`config.mk`:
```
export PLATFORM = sky130hd
export DESIGN_NAME = pkt_tx_framer
export DESIGN_NICKNAME = d
export VERILOG_FILES = /design/src/rtl/pkt_tx_pkg.sv /design/src/rtl/pkt_tx_out_reg.sv /design/src/rtl/pkt_tx_framer.sv
export SDC_FILE = /design/constraint.sdc
export NUM_CORES = 1
export LEC_CHECK = 0
export ABC_CLOCK_PERIOD_IN_PS = 6270
export CAP_MARGIN = 20
export CORE_UTILIZATION = 48
export CTS_BUF_LIST = sky130_fd_sc_hd__clkbuf_4 sky130_fd_sc_hd__clkbuf_8
export DETAILED_ROUTE_END_ITERATION = 12
export PLACE_DENSITY = 0.88
export REMOVE_ABC_BUFFERS = 1
export SKIP_CTS_REPAIR_TIMING = 1
export SLEW_MARGIN = 20
export SYNTH_ARGS = -nofsm -noshare
export SYNTH_HDL_FRONTEND = slang
export SYNTH_SLANG_ARGS = --single-unit
```
`constraint.sdc`:
```
create_clock -name clk -period 6.27 [get_ports clk]
set_clock_uncertainty 0.1 [all_clocks]
set_input_delay 1.254 -clock clk [delete_from_list [all_inputs] [get_ports clk]]
set_output_delay 1.254 -clock clk [all_outputs]
set_load 0.05 [all_outputs]
```
`src/rtl/pkt_tx_pkg.sv`:
```
// pkt_tx_pkg: shared state encoding and width helper for the tx framer
package pkt_tx_pkg;
    typedef enum logic {IDLE, SEND} state_t;
    function automatic int empty_width(input int spb);
        return $clog2(spb);
    endfunction
endpackage

```
`src/rtl/pkt_tx_out_reg.sv`:
```
// pkt_tx_out_reg: single-entry holding register for one framed beat
// Ports: load_i captures data/sop/eop/empty and sets valid_o; ready_i drains it;
// simultaneous load and drain keeps valid_o high with the new beat.
module pkt_tx_out_reg #(
    parameter int DW = 64,
    parameter int EW = 3
) (
    input  logic          clk,
    input  logic          rst_n,
    input  logic          load_i,
    input  logic          ready_i,
    input  logic [DW-1:0] data_i,
    input  logic          sop_i,
    input  logic          eop_i,
    input  logic [EW-1:0] empty_i,
    output logic          valid_o,
    output logic [DW-1:0] data_o,
    output logic          sop_o,
    output logic          eop_o,
    output logic [EW-1:0] empty_o
);
    logic          valid_q, valid_d;
    logic [DW-1:0] data_q;
    logic          sop_q, eop_q;
    logic [EW-1:0] empty_q;

    always_comb valid_d = load_i ? 1'b1 : (ready_i ? 1'b0 : valid_q);

    always_ff @(posedge clk) begin
        if (!rst_n) begin
            valid_q <= 1'b0;
            data_q  <= '0;
            sop_q   <= 1'b0;
            eop_q   <= 1'b0;
            empty_q <= '0;
        end else begin
            valid_q <= valid_d;
            if (load_i) begin
                data_q  <= data_i;
                sop_q   <= sop_i;
                eop_q   <= eop_i;
                empty_q <= empty_i;
            end
        end
    end

    assign valid_o = valid_q;
    assign data_o  = data_q;
    assign sop_o   = sop_q;
    assign eop_o   = eop_q;
    assign empty_o = empty_q;
endmodule

```
`src/rtl/pkt_tx_framer.sv`:
```
// pkt_tx_framer: frames a length descriptor plus raw words into a sop/eop/empty stream
// Ports: desc_* descriptor handshake and zero-length error pulse; raw_* payload
// handshake; out_* framed beat stream. Defining PKT_TX_FRAMER_STATS_EN adds
// stat_pkt_cnt (eop beats delivered) and stat_err_cnt (dropped descriptors).
module pkt_tx_framer
    import pkt_tx_pkg::*;
#(
    parameter int SYMBOL_PER_BEATS = 8,
    parameter int BITS_PER_SYMBOL  = 8,
    parameter int LEN_WIDTH        = 16
) (
    input  logic                                         clk,
    input  logic                                         rst_n,
    input  logic                                         desc_valid,
    output logic                                         desc_ready,
    input  logic [LEN_WIDTH-1:0]                         desc_len,
    output logic                                         desc_err,
    input  logic                                         raw_valid,
    output logic                                         raw_ready,
    input  logic [SYMBOL_PER_BEATS*BITS_PER_SYMBOL-1:0]  raw_data,
    output logic                                         out_valid,
    input  logic                                         out_ready,
    output logic [SYMBOL_PER_BEATS*BITS_PER_SYMBOL-1:0]  out_data,
    output logic                                         out_sop,
    output logic                                         out_eop,
    output logic [empty_width(SYMBOL_PER_BEATS)-1:0]     out_empty
`ifdef PKT_TX_FRAMER_STATS_EN
    ,
    output logic [31:0]                                  stat_pkt_cnt,
    output logic [31:0]                                  stat_err_cnt
`endif
);
    localparam int DW = SYMBOL_PER_BEATS * BITS_PER_SYMBOL;
    localparam int EW = empty_width(SYMBOL_PER_BEATS);

    state_t               state_q, state_d;
    logic [LEN_WIDTH-1:0] beats_q, beats_d;
    logic [EW-1:0]        tail_q, tail_d;
    logic                 first_q, first_d;
    logic                 err_q, err_d;
    logic                 desc_fire, raw_fire, last;
    logic [EW-1:0]        load_empty;

    assign desc_ready = rst_n && state_q == IDLE;
    assign raw_ready  = rst_n && state_q == SEND && (!out_valid || out_ready);
    assign desc_fire  = desc_valid && desc_ready;
    assign raw_fire   = raw_valid && raw_ready;
    assign last       = beats_q == LEN_WIDTH'(1);
    // (SPB - tail) % SPB is just the two's complement of tail at EW bits
    assign load_empty = last ? -tail_q : '0;
    assign desc_err   = err_q;

    // ceil(len/SPB) as floor plus a carry for a partial tail: cannot overflow LEN_WIDTH
    always_comb begin
        state_d = state_q;
        beats_d = beats_q;
        tail_d  = tail_q;
        first_d = first_q;
        err_d   = desc_fire && desc_len == '0;
        if (desc_fire && desc_len != '0) begin
            state_d = SEND;
            beats_d = (desc_len >> EW) + LEN_WIDTH'(|desc_len[EW-1:0]);
            tail_d  = desc_len[EW-1:0];
            first_d = 1'b1;
        end
        if (raw_fire) begin
            state_d = last ? IDLE : SEND;
            beats_d = beats_q - 1'b1;
            first_d = 1'b0;
        end
    end

    always_ff @(posedge clk) begin
        if (!rst_n) begin
            state_q <= IDLE;
            beats_q <= '0;
            tail_q  <= '0;
            first_q <= 1'b0;
            err_q   <= 1'b0;
        end else begin
            state_q <= state_d;
            beats_q <= beats_d;
            tail_q  <= tail_d;
            first_q <= first_d;
            err_q   <= err_d;
        end
    end

    pkt_tx_out_reg #(.DW(DW), .EW(EW)) u_out (
        .clk     (clk),
        .rst_n   (rst_n),
        .load_i  (raw_fire),
        .ready_i (out_ready),
        .data_i  (raw_data),
        .sop_i   (first_q),
        .eop_i   (last),
        .empty_i (load_empty),
        .valid_o (out_valid),
        .data_o  (out_data),
        .sop_o   (out_sop),
        .eop_o   (out_eop),
        .empty_o (out_empty)
    );

`ifdef PKT_TX_FRAMER_STATS_EN
    logic [31:0] pkt_cnt_q, err_cnt_q;

    always_ff @(posedge clk) begin
        if (!rst_n) begin
            pkt_cnt_q <= '0;
            err_cnt_q <= '0;
        end else begin
            pkt_cnt_q <= pkt_cnt_q + 32'(out_valid && out_ready && out_eop);
            err_cnt_q <= err_cnt_q + 32'(err_q);
        end
    end

    assign stat_pkt_cnt = pkt_cnt_q;
    assign stat_err_cnt = err_cnt_q;
`endif
endmodule

```
======== Word level (Yosys, flattened, before mapping) ========
Index checks and enable logic that the tools add are counted.
word-level totals
  register bits after elaboration ......... 92
  input bits .............................. 85
  output and inout bits ................... 73
operators by class
  $add $sub $neg .......................... 3
  equality and inequality tests ........... 1
  muxes and demuxes ....................... 8
  bitwise logic cells ..................... 2
  reduce and logical (&&, ||, !) cells .... 15
operator list
  operator                                              number
  two-way mux 16 bit                                    2
  equality test 16 x 1 -> 1 bit, second input constant  1
  zero test 16 bit                                      1
  nonzero test 16 bit                                   1
  subtractor 16 x 1 -> 16 bit, second input constant    1
  adder 13 x 1 -> 14 bit                                1
  logical AND 1 bit                                     7
  two-way mux 1 bit                                     5
  nonzero test 2 bit                                    2
  two-way mux 3 bit                                     1
  negation 3 bit                                        1
  OR reduction 3 bit                                    1
  inverter 1 bit                                        2
  OR reduction 2 bit                                    1
  zero test 1 bit                                       1
  logical OR 1 bit                                      1

======== Longest topological paths before layout ========
Gate-level depths: netlist of the first run.
  depth in word-level cells ............... 6
  gate-level depth with buffers ........... 8

======== Cells and area by module ========
Synthesis of the first run repeated with hierarchy kept, for this count alone.
unflattened totals
  cells, all modules ...................... 412
  area, all modules ....................... 4,162.7 µm²
modules (own cells, without submodules)
  module          times used  cells each  area an instance (µm²)
  pkt_tx_out_reg  1           225         2,680.1
  pkt_tx_framer   1           187         1,482.7

======== Worst setup path before layout of the first run ========
OpenSTA, ideal clock, no wires.
  path kind ............................... input port to output port
  from .................................... input port rst_n
  to ...................................... output port desc_ready
  arrival time ............................ 2.136 ns
  data required time ...................... 4.916 ns
  path slack .............................. 2.780 ns
  stages .................................. 2
  cells stage by stage .................... buf_2 > nor2b_1
between the ends
  longest elaborated chain between the ends .. 1
RTL lines
  element            line                 text
  from (decl)        pkt_tx_framer.sv:13  input logic rst_n,
  logical AND 1 bit  pkt_tx_framer.sv:44  assign desc_ready = rst_n && state_q == IDLE;
  to (decl)          pkt_tx_framer.sv:15  output logic desc_ready,
Every way passes these cells.

======== Worst setup path after layout of the first run ========
  from .................................... input port rst_n
  to ...................................... output port raw_ready
between the ends
  longest elaborated chain between the ends .. 2
RTL lines
  element                          line                 text
  logical AND 1 bit (2 in series)  pkt_tx_framer.sv:45  assign raw_ready = rst_n && state_q == SEND && (!out_valid || out_ready);
  to (decl)                        pkt_tx_framer.sv:19  output logic raw_ready,
Every way passes these cells.

==> flow_summary_export.csv, run 1 <==
group,metric,value,unit
status,status,"completed",
sta,hold_viol,0,
clock_network,path_clk_slew,0.09,ns
route,route.detailed.drc,0,
synthesis,yosys_warnings,0,
route,wl_met3,616,um
finish,antennaDiodeCount,0,
route,wl,10.3,mm
sta,relSlewSlack,0.450,
critical_path,cp_data_arrival_time,2.93,ns
die,num_rows,32,
clock_network,clockBufferDepth,2,
grt,antenna_found_initial,0,
grt,grt_max_degree,83,
power_and_ir_drop,power_density,222,nW/um^2
critical_path,r2r_end,"beats_q[11]$_SDFFE_PN0P_",
clock_network,tritoncts,"done",
sta,clock.fmax,233,MHz
clock_network,clock-sinks,92,
route,highest-signal-layer,"met4",
power_and_ir_drop,p_leak,0.00233,uW
synthesis,synth_flop_cell,"dfxtp_1",
synthesis,synth_edf_count,0,
route,dr.pass1.iters,4,
route,avgViaCountPerCell,5.30,
clock_network,cts-buffers-inserted,9,
critical_path,cp-end-kind,"primary output",
sta,setup_tns,0,ns
die,die-width,91.5,um
critical_path,path_cells,"buf_2 -> and2_1 -> and2_1 -> clkdlybuf4s50_1",
route,avgRoutedWirePerCell,14.2,um
critical_path,startpoint_type,"primary input",
route,wl_met1,4.26,mm
synthesis,ys_async_sr_fraction,0,
grt,gr-total-overflow,0,
critical_path,rrSetupSlack,4.18,ns
power_and_ir_drop,p_total,1250,uW
finish,drive_gt1_frac,0.0546,
synthesis,synthesis.instances,478,
synthesis,yosys_register_bits,92,
critical_path,cp_max_fo,31,
sta,setup-violations-final,0,
critical_path,r2r-start,"beats_q[0]$_SDFFE_PN0P_",
route,ant_nets,0,
route,dr.first_iter.drc_count,127,
placement,io_buffer_count,157,
run,max_cap_viol_count,0,
critical_path,crit_slowest_cell,"clkdlybuf4s50_1",
critical_path,endpoint,"raw_ready",
sta,tightest_slew,0.825,ns
synthesis,syn_area,3850,sq um
finish,layout.nets,708,
grt,grt_pass1_vias,3736,
critical_path,crit_path_frequent_cell,"and2_1",
critical_path,critPathKind,"primary input to primary output",
finish,fill_cells,583,
sta,period_minus_slack,4.28,ns
synthesis,yosysUniqueCellTypes,51,
critical_path,cp.required,4.92,ns
power_and_ir_drop,ir_worst_vdd,0.132,mV
die,core_area,7730,sq um
die,die_h,91.5,um
critical_path,cpPeakStageDelay,0.79,ns
finish,layout_commonest_cell,"clkdlybuf4s50_1",
route,wl_met2,5.21,mm
sta,final_max_slew_viol_count,0,
placement,gp_congestion,0.896,
grt,grt_pass1_wl,17.0,mm
clock_network,insertion_delay,0.34,ns
die,dieArea,8380,sq um
die,initial_utilization,0.498,
synthesis,synth-seq-area-share,0.479,
critical_path,reg2reg_depth,5,
synthesis,syn_avg_cell_area,8.05,sq um
worst_hold_path,hp-class,"flop to flop",
sta,period_share,0.683,
finish,final_cell_mix,"clkdlybuf4s50_1, nand2_1, dfxtp_1, nand3_1, nor2_1",
die,io_pins,158,
placement,dpl.hpwl,7.32,mm
clock_network,htreeDepth,3,
sta,grt_setup_unrepaired,"false",
grt,grt_use_total,0.250,
critical_path,cp-startpoint,"rst_n",
finish,synthToLayoutAreaGrowth,46.3,%
clock_network,cts-root-buf,"clkbuf_8",
route,vias,3840,
flip-flops by register name, summed over array words and instances, names as in the netlist, 3 cells and up:
register and cells:
u_out.data_o 64, beats_q 16, tail_q 3, u_out.empty_o 3
synthesized netlist by cell type (3+ instances only):
cell type  count  area share
o21a_1         3      0.0059
inv_1          6      0.0059
nor4_1         4      0.0065
nor3_1         5      0.0065
clkbuf_1      21       0.020
dfxtp_1       92        0.48
ha_1           5       0.016
o211ai_1       4      0.0078
a31oi_1        3      0.0049
xnor2_1        7       0.016
or4_4          3      0.0088
nand2_1      154        0.15
and3_1         4      0.0065
nor2_1        17       0.017
and2_1         3      0.0049
xor2_1         8       0.018
nand4_1        8       0.013
o21ai_0        3      0.0039
a21oi_1        4      0.0052
a22o_1         3      0.0068
nand3_1       79        0.10
buf_1          7      0.0068
cells by family (layout without fill, tap and decap cells):
group                    after synthesis  count (layout)  share of synthesized area
multiplexers                           1               1                    0.00260
flip-flops                            92              92                      0.479
AO/OA/AOI/OAI                         36              36                     0.0722
adder cells (fa/ha/maj)                5               5                     0.0163
AND/OR/NAND/NOR                      292             292                      0.356
XOR/XNOR                              15              15                     0.0342
buffers and inverters                 37             182                     0.0403
layer usage:
| metal | vias to the layer above | global-route usage |
|---|---|---|
| met2 | 148 | 0.446 |
| met1 | 1780 | 0.290 |
| li1 | 1892 | - |
| met4 | 0 | 0.0966 |
| met5 | - | 0 |
| met3 | 20 | 0.0511 |
stage by stage:
step                      cells  hold slack, ns  setup WS, ns  instance area (sq um)  utilization
after floorplan             447           0.316          2.49                   3710            -
after global placement      709           0.329          2.00                   5440        0.704
after detailed placement    709           0.335          2.00                   5440        0.704
after CTS                   725           0.346          1.99                   5630        0.728
after global routing        725           0.368          1.91                   5630        0.728
final                       725           0.343          1.99                   5630        0.728
cell type report:
| class | instances | area [sq um] | share of cell area |
|---|---|---|---|
| multi-input combinational | 349 | 1860 | 0.330 |
| inverter | 6 | 22.5 | 0.00400 |
| clock inverter | 5 | 45.0 | 0.00801 |
| timing repair buffer | 160 | 1590 | 0.282 |
| clock buffer | 11 | 145 | 0.0258 |
| sequential | 92 | 1840 | 0.327 |
| tap | 102 | 128 | 0.0227 |
worst min-delay path by stage:
stage	from	endpoint	slack, ns	cells after the start
finish	first_q$_SDFFE_PP0P_	u_out.sop_o$_SDFFE_PN0P_	0.34	2
global route	u_out.data_o[32]$_SDFFE_PN0P_	u_out.data_o[32]$_SDFFE_PN0P_	0.37	2
CTS	first_q$_SDFFE_PP0P_	u_out.sop_o$_SDFFE_PN0P_	0.35	2
detailed placement	first_q$_SDFFE_PP0P_	u_out.sop_o$_SDFFE_PN0P_	0.33	2
global placement	first_q$_SDFFE_PP0P_	u_out.sop_o$_SDFFE_PN0P_	0.33	2
floorplan	first_q$_SDFFE_PP0P_	u_out.sop_o$_SDFFE_PN0P_	0.32	2
where the power goes:
group	leakage (uW)	internal, uW	switching, uW	total [uW]
Sequential	0.000748	608	18.6	627
Combinational	0.00149	107	134	241
Clock	0.0000955	165	214	379
Total	0.00233	880	366	1250
critical path: cells and delay by family:
family                 cells  cell delay (ns)
AND/OR/NAND/NOR            2             0.42
buffers and inverters      2             1.25
No activity file was read; power rests on OpenSTA's default activity.
==> inputs of run 2 (changes only) <==
ABC_CLOCK_PERIOD_IN_PS = 3900   (was 6270)
CORE_UTILIZATION = 40   (was 48)
PLACE_DENSITY = 0.78   (was 0.88)
clock period = 3.9 ns   (was 6.27 ns; I/O delays follow)
==> run 2 against run 1 <==
Effect of this change:
- clock-buffer cell count did not move
- critical endpoint unchanged
- largest cell class unchanged
- critical path type unchanged
- largest power group unchanged
- global-route usage fell by 3.9 points
- critical path depth is the same
==> flow_summary_export.csv, run 2 (synthesized netlist as in run 1, its figures left out) <==
group,metric,value,unit
clock_network,cts-root-buf,"clkbuf_8",
sta,clock.fmax,309,MHz
power_and_ir_drop,power_density,354,nW/um^2
sta,tightest_slew,0.833,ns
placement,place_ws,0.632,ns
power_and_ir_drop,ir_worst_vdd,0.174,mV
route,dr.first_iter.drc_count,139,
sta,grt_setup_unrepaired,"false",
sta,final_max_slew_viol_count,0,
die,initial_utilization,0.414,
placement,dpl.hpwl,7.67,mm
die,io_pins,158,
power_and_ir_drop,p_total,2010,uW
critical_path,cp_data_arrival_time,2.36,ns
finish,drive_gt1_frac,0.0561,
power_and_ir_drop,p_leak,0.00234,uW
placement,io_buffer_count,157,
route,route.detailed.drc,0,
run,max_cap_viol_count,0,
clock_network,clock-sinks,92,
worst_hold_path,hp-class,"flop to flop",
route,dr.pass1.iters,4,
finish,layout_commonest_cell,"clkdlybuf4s50_1",
clock_network,clockBufferDepth,2,
sta,relSlewSlack,0.445,
die,num_rows,35,
sta,fin_ws,0.660,ns
route,wl,10.6,mm
critical_path,cp-end-kind,"primary output",
grt,antenna_found_initial,0,
status,status,"completed",
clock_network,cts-buffers-inserted,9,
die,die-width,100,um
clock_network,tritoncts,"done",
sta,period_share,0.831,
grt,grt_use_total,0.210,
sta,period_minus_slack,3.24,ns
critical_path,cp.required,3.02,ns
sta,setup-violations-final,0,
finish,antennaDiodeCount,0,
clock_network,insertion_delay,0.34,ns
finish,final_core_util,0.612,
finish,final_cell_mix,"clkdlybuf4s50_1, nand2_1, dfxtp_1, nand3_1, nor2_1",
grt,grt_pass1_vias,3658,
route,ant_nets,0,
die,die_h,100,um
route,avgViaCountPerCell,5.09,
finish,layout.nets,709,
die,dieArea,10000,sq um
critical_path,cp_max_fo,5,
grt,grt_pass1_wl,17.2,mm
critical_path,startpoint_type,"primary input",
die,core_area,9280,sq um
sta,hold_viol,0,
clock_network,path_clk_slew,0.09,ns
route,vias,3836,
sta,setup_tns,0,ns
grt,grt_max_degree,64,
critical_path,critPathKind,"primary input to primary output",
sta,hold_ws,0.353,ns
clock_network,htreeDepth,3,
grt,gr-total-overflow,0,
placement,gp_congestion,0.842,
finish,largest_reg_flops,64,
route,avgRoutedWirePerCell,14.0,um
finish,synthToLayoutAreaGrowth,47.7,%
## run 2: cell count changes in the layout (fill, tap and decap cells not counted), sizes merged
| cell | before | now |
|---|---|---|
| buf | 4 | 5 |
## run 2: routing by layer
layer,GRT usage,share of wire,up-vias
li1,-,-,1899
met1,0.264,0.43,1780
met2,0.363,0.49,143
met3,0.0411,0.063,14
met4,0.0669,0.017,0
met5,0,0,-
## run 2: layout make-up
cell class | instances | area, sq um
clock buffer | 11 | 145
tap | 129 | 161
clock inverter | 5 | 45.0
timing repair buffer | 161 | 1610
fill | 846 | 3600
sequential | 92 | 1840
inverter | 6 | 22.5
multi-input combinational | 349 | 1860
## run 2: path summary, 6_finish.rpt
check | from | endpoint | slack, ns | cells after the start
worst max-delay path | out_ready | raw_ready | 0.66 | 4
worst min-delay path | u_out.eop_o$_SDFFE_PN0P_ | u_out.eop_o$_SDFFE_PN0P_ | 0.35 | 1
worst max register to register | state_q$_SDFFE_PN0P_ | u_out.data_o[27]$_SDFFE_PN0P_ | 1.86 | 5
worst min register to register | u_out.eop_o$_SDFFE_PN0P_ | u_out.eop_o$_SDFFE_PN0P_ | 0.35 | 1
## run 2: critical path, cell delays in order
cell and delay [ns]:
clkdlybuf4s50_1 0.45, nand2b_1 0.18, and2_1 0.15, clkdlybuf4s50_1 0.80
## run 2: power by group
group | switching, uW | internal (uW) | leakage [uW] | total [uW]
clock | 346 | 266 | 0.0000955 | 612
combinational | 216 | 173 | 0.00150 | 389
sequential | 29.6 | 977 | 0.000748 | 1010
total | 592 | 1420 | 0.00234 | 2010
## run 2: per-stage QoR
stage	std cells	cell area, sq um
2_1_floorplan	447	3710
3_3_place_gp	737	5490
5_1_grt	753	5680
6_report	753	5680
3_5_place_dp	737	5490
4_1_cts	753	5680
==> inputs of run 3 (changes only) <==
ABC_CLOCK_PERIOD_IN_PS = 3100   (was 3900)
CORE_UTILIZATION = 44   (was 40)
PLACE_DENSITY = 0.82   (was 0.78)
clock period = 3.1 ns   (was 3.9 ns; I/O delays follow)
==> run 3 against run 2 <==
Effect of this change:
- die area is 8.9% lower
- final cell count down 2.9%
- register-to-register slack worse by 0.86 ns
- critical path depth increased by 2
- non-clock buffer count grew 2
- routed wire length hardly changed
- hold slack got worse by 0.012 ns
- flip-flop and latch count unchanged
- first-iteration DRC count decreased by 13%
==> flow_summary_export.csv, run 3 (synthesized netlist as in run 1, its figures left out) <==
group,metric,value,unit
finish,drive_gt1_frac,0.0623,
clock_network,cts-buffers-inserted,9,
finish,final_cell_mix,"nand2_1, clkdlybuf4s50_1, dfxtp_1, nand3_1, nor2_1",
sta,grt_setup_unrepaired,"false",
finish,antennaDiodeCount,0,
sta,hold_viol,0,
critical_path,r2r-start,"state_q$_SDFFE_PN0P_",
grt,grt_pass1_vias,3827,
route,ant_nets,0,
finish,final_core_util,0.684,
finish,largest_reg_flops,64,
die,die-width,95.5,um
sta,setup-violations-final,0,
sta,relSlewSlack,0.440,
placement,dpl_cell_area,5480,sq um
critical_path,cp_max_fo,19,
clock_network,cts-root-buf,"clkbuf_8",
route,dr.pass1.iters,6,
critical_path,reg2reg_depth,5,
sta,tightest_slew,0.839,ns
critical_path,r2r_end,"beats_q[11]$_SDFFE_PN0P_",
finish,finalInstanceArea,5710,sq um
power_and_ir_drop,p_sw,732,uW
power_and_ir_drop,power_density,466,nW/um^2
grt,grt_max_degree,78,
critical_path,endpoint,"beats_q[11]$_SDFFE_PN0P_",
critical_path,cp_data_arrival_time,2.71,ns
die,num_rows,33,
power_and_ir_drop,switching_share,0.275,
die,io_pins,158,
route,route.detailed.drc,0,
grt,antenna_found_initial,0,
sta,hold_ws,0.341,ns
clock_network,clock-sinks,92,
clock_network,insertion_delay,0.35,ns
grt,grt_pass1_wl,16.7,mm
route,vias,3896,
sta,clock.fmax,387,MHz
status,status,"completed",
worst_hold_path,worstHoldPathCells,2,
power_and_ir_drop,p_leak,0.00237,uW
placement,dpl.hpwl,7.56,mm
critical_path,cp-end-kind,"flop",
sta,period_minus_slack,2.58,ns
sta,setup_tns,0,ns
clock_network,htreeDepth,3,
die,initial_utilization,0.461,
clock_network,tritoncts,"done",
finish,layout.nets,711,
power_and_ir_drop,p_seq_frac,0.476,
finish,fill_cells,684,
power_and_ir_drop,p_clk_frac,0.338,
critical_path,cp-startpoint,"desc_len[9]",
power_and_ir_drop,p_comb_frac,0.186,
grt,gr-total-overflow,0,
critical_path,cp.required,3.22,ns
sta,period_share,0.834,
critical_path,startpoint_type,"primary input",
critical_path,rrSetupSlack,1.00,ns
route,dr.first_iter.drc_count,121,
sta,final_max_slew_viol_count,0,
grt,grt_use_total,0.234,
critical_path,critPathKind,"primary input to flop",
die,die_h,95.5,um
power_and_ir_drop,ir_worst_vdd,0.248,mV
run,max_cap_viol_count,0,
die,dieArea,9120,sq um
route,wl,10.6,mm
worst_hold_path,hp-class,"flop to flop",
die,core_area,8340,sq um
placement,io_buffer_count,157,
route,avgViaCountPerCell,5.33,
clock_network,path_clk_slew,0.09,ns
power_and_ir_drop,p_int,1930,uW
clock_network,clockBufferDepth,2,
placement,gp_congestion,0.841,
route,avgRoutedWirePerCell,14.5,um
finish,synthToLayoutAreaGrowth,48.4,%
-- run 3: area by class of cell --
cell class                      instances  area [sq um]  share of cell area
Tap cell                              105           131              0.0230
Multi-Input combinational cell        349          1860               0.325
Timing Repair Buffer                  163          1630               0.286
Inverter                                6          22.5             0.00395
Clock buffer                           11           139              0.0243
Clock inverter                          5          85.1              0.0149
Sequential cell                        92          1840               0.323
-- run 3: worst max-delay path: stages --
cell and delay (ns):
clkdlybuf4s50_1 0.53, or4_4 0.59, nor4_4 0.24, a21oi_2 0.28, nor3_1 0.34, a2111oi_2 0.10
-- run 3: power by group through the flow --
stage / clock (uW) / sequential, uW / combinational [uW]
2_1_floorplan: 0 / 1390 / 155
3_3_place_gp: 0 / 1290 / 484
3_5_place_dp: 0 / 1290 / 492
4_1_cts: 924 / 1270 / 495
5_1_grt: 974 / 1270 / 529
6_report: 899 / 1270 / 495
-- run 3: worst min path at each step --
stage                               end            startpoint  slack (ns)
6_report       u_out.sop_o$_SDFFE_PN0P_  first_q$_SDFFE_PP0P_        0.34
5_1_grt        u_out.sop_o$_SDFFE_PN0P_  first_q$_SDFFE_PP0P_        0.37
2_1_floorplan  u_out.sop_o$_SDFFE_PN0P_  first_q$_SDFFE_PP0P_        0.32
3_3_place_gp   u_out.sop_o$_SDFFE_PN0P_  first_q$_SDFFE_PP0P_        0.33
4_1_cts        u_out.sop_o$_SDFFE_PN0P_  first_q$_SDFFE_PP0P_        0.35
3_5_place_dp   u_out.sop_o$_SDFFE_PN0P_  first_q$_SDFFE_PP0P_        0.33
-- run 3: metrics by stage --
step                      setup slack, ns  power [uW]  cells
after global routing                0.425        2780    731
after global placement              0.339        1770    715
after floorplan                   -0.0496        1540    447
after CTS                           0.545        2690    731
after detailed placement            0.156        1790    715
final                               0.516        2660    731
-- run 3: routing by layer --
| metal | global-route usage | up-vias | wire length (um) |
|---|---|---|---|
| li1 | - | 1901 | - |
| met1 | 0.253 | 1814 | 4280 |
| met2 | 0.413 | 150 | 5190 |
| met3 | 0.0614 | 31 | 794 |
| met4 | 0.127 | 0 | 309 |
| met5 | 0 | - | 0 |
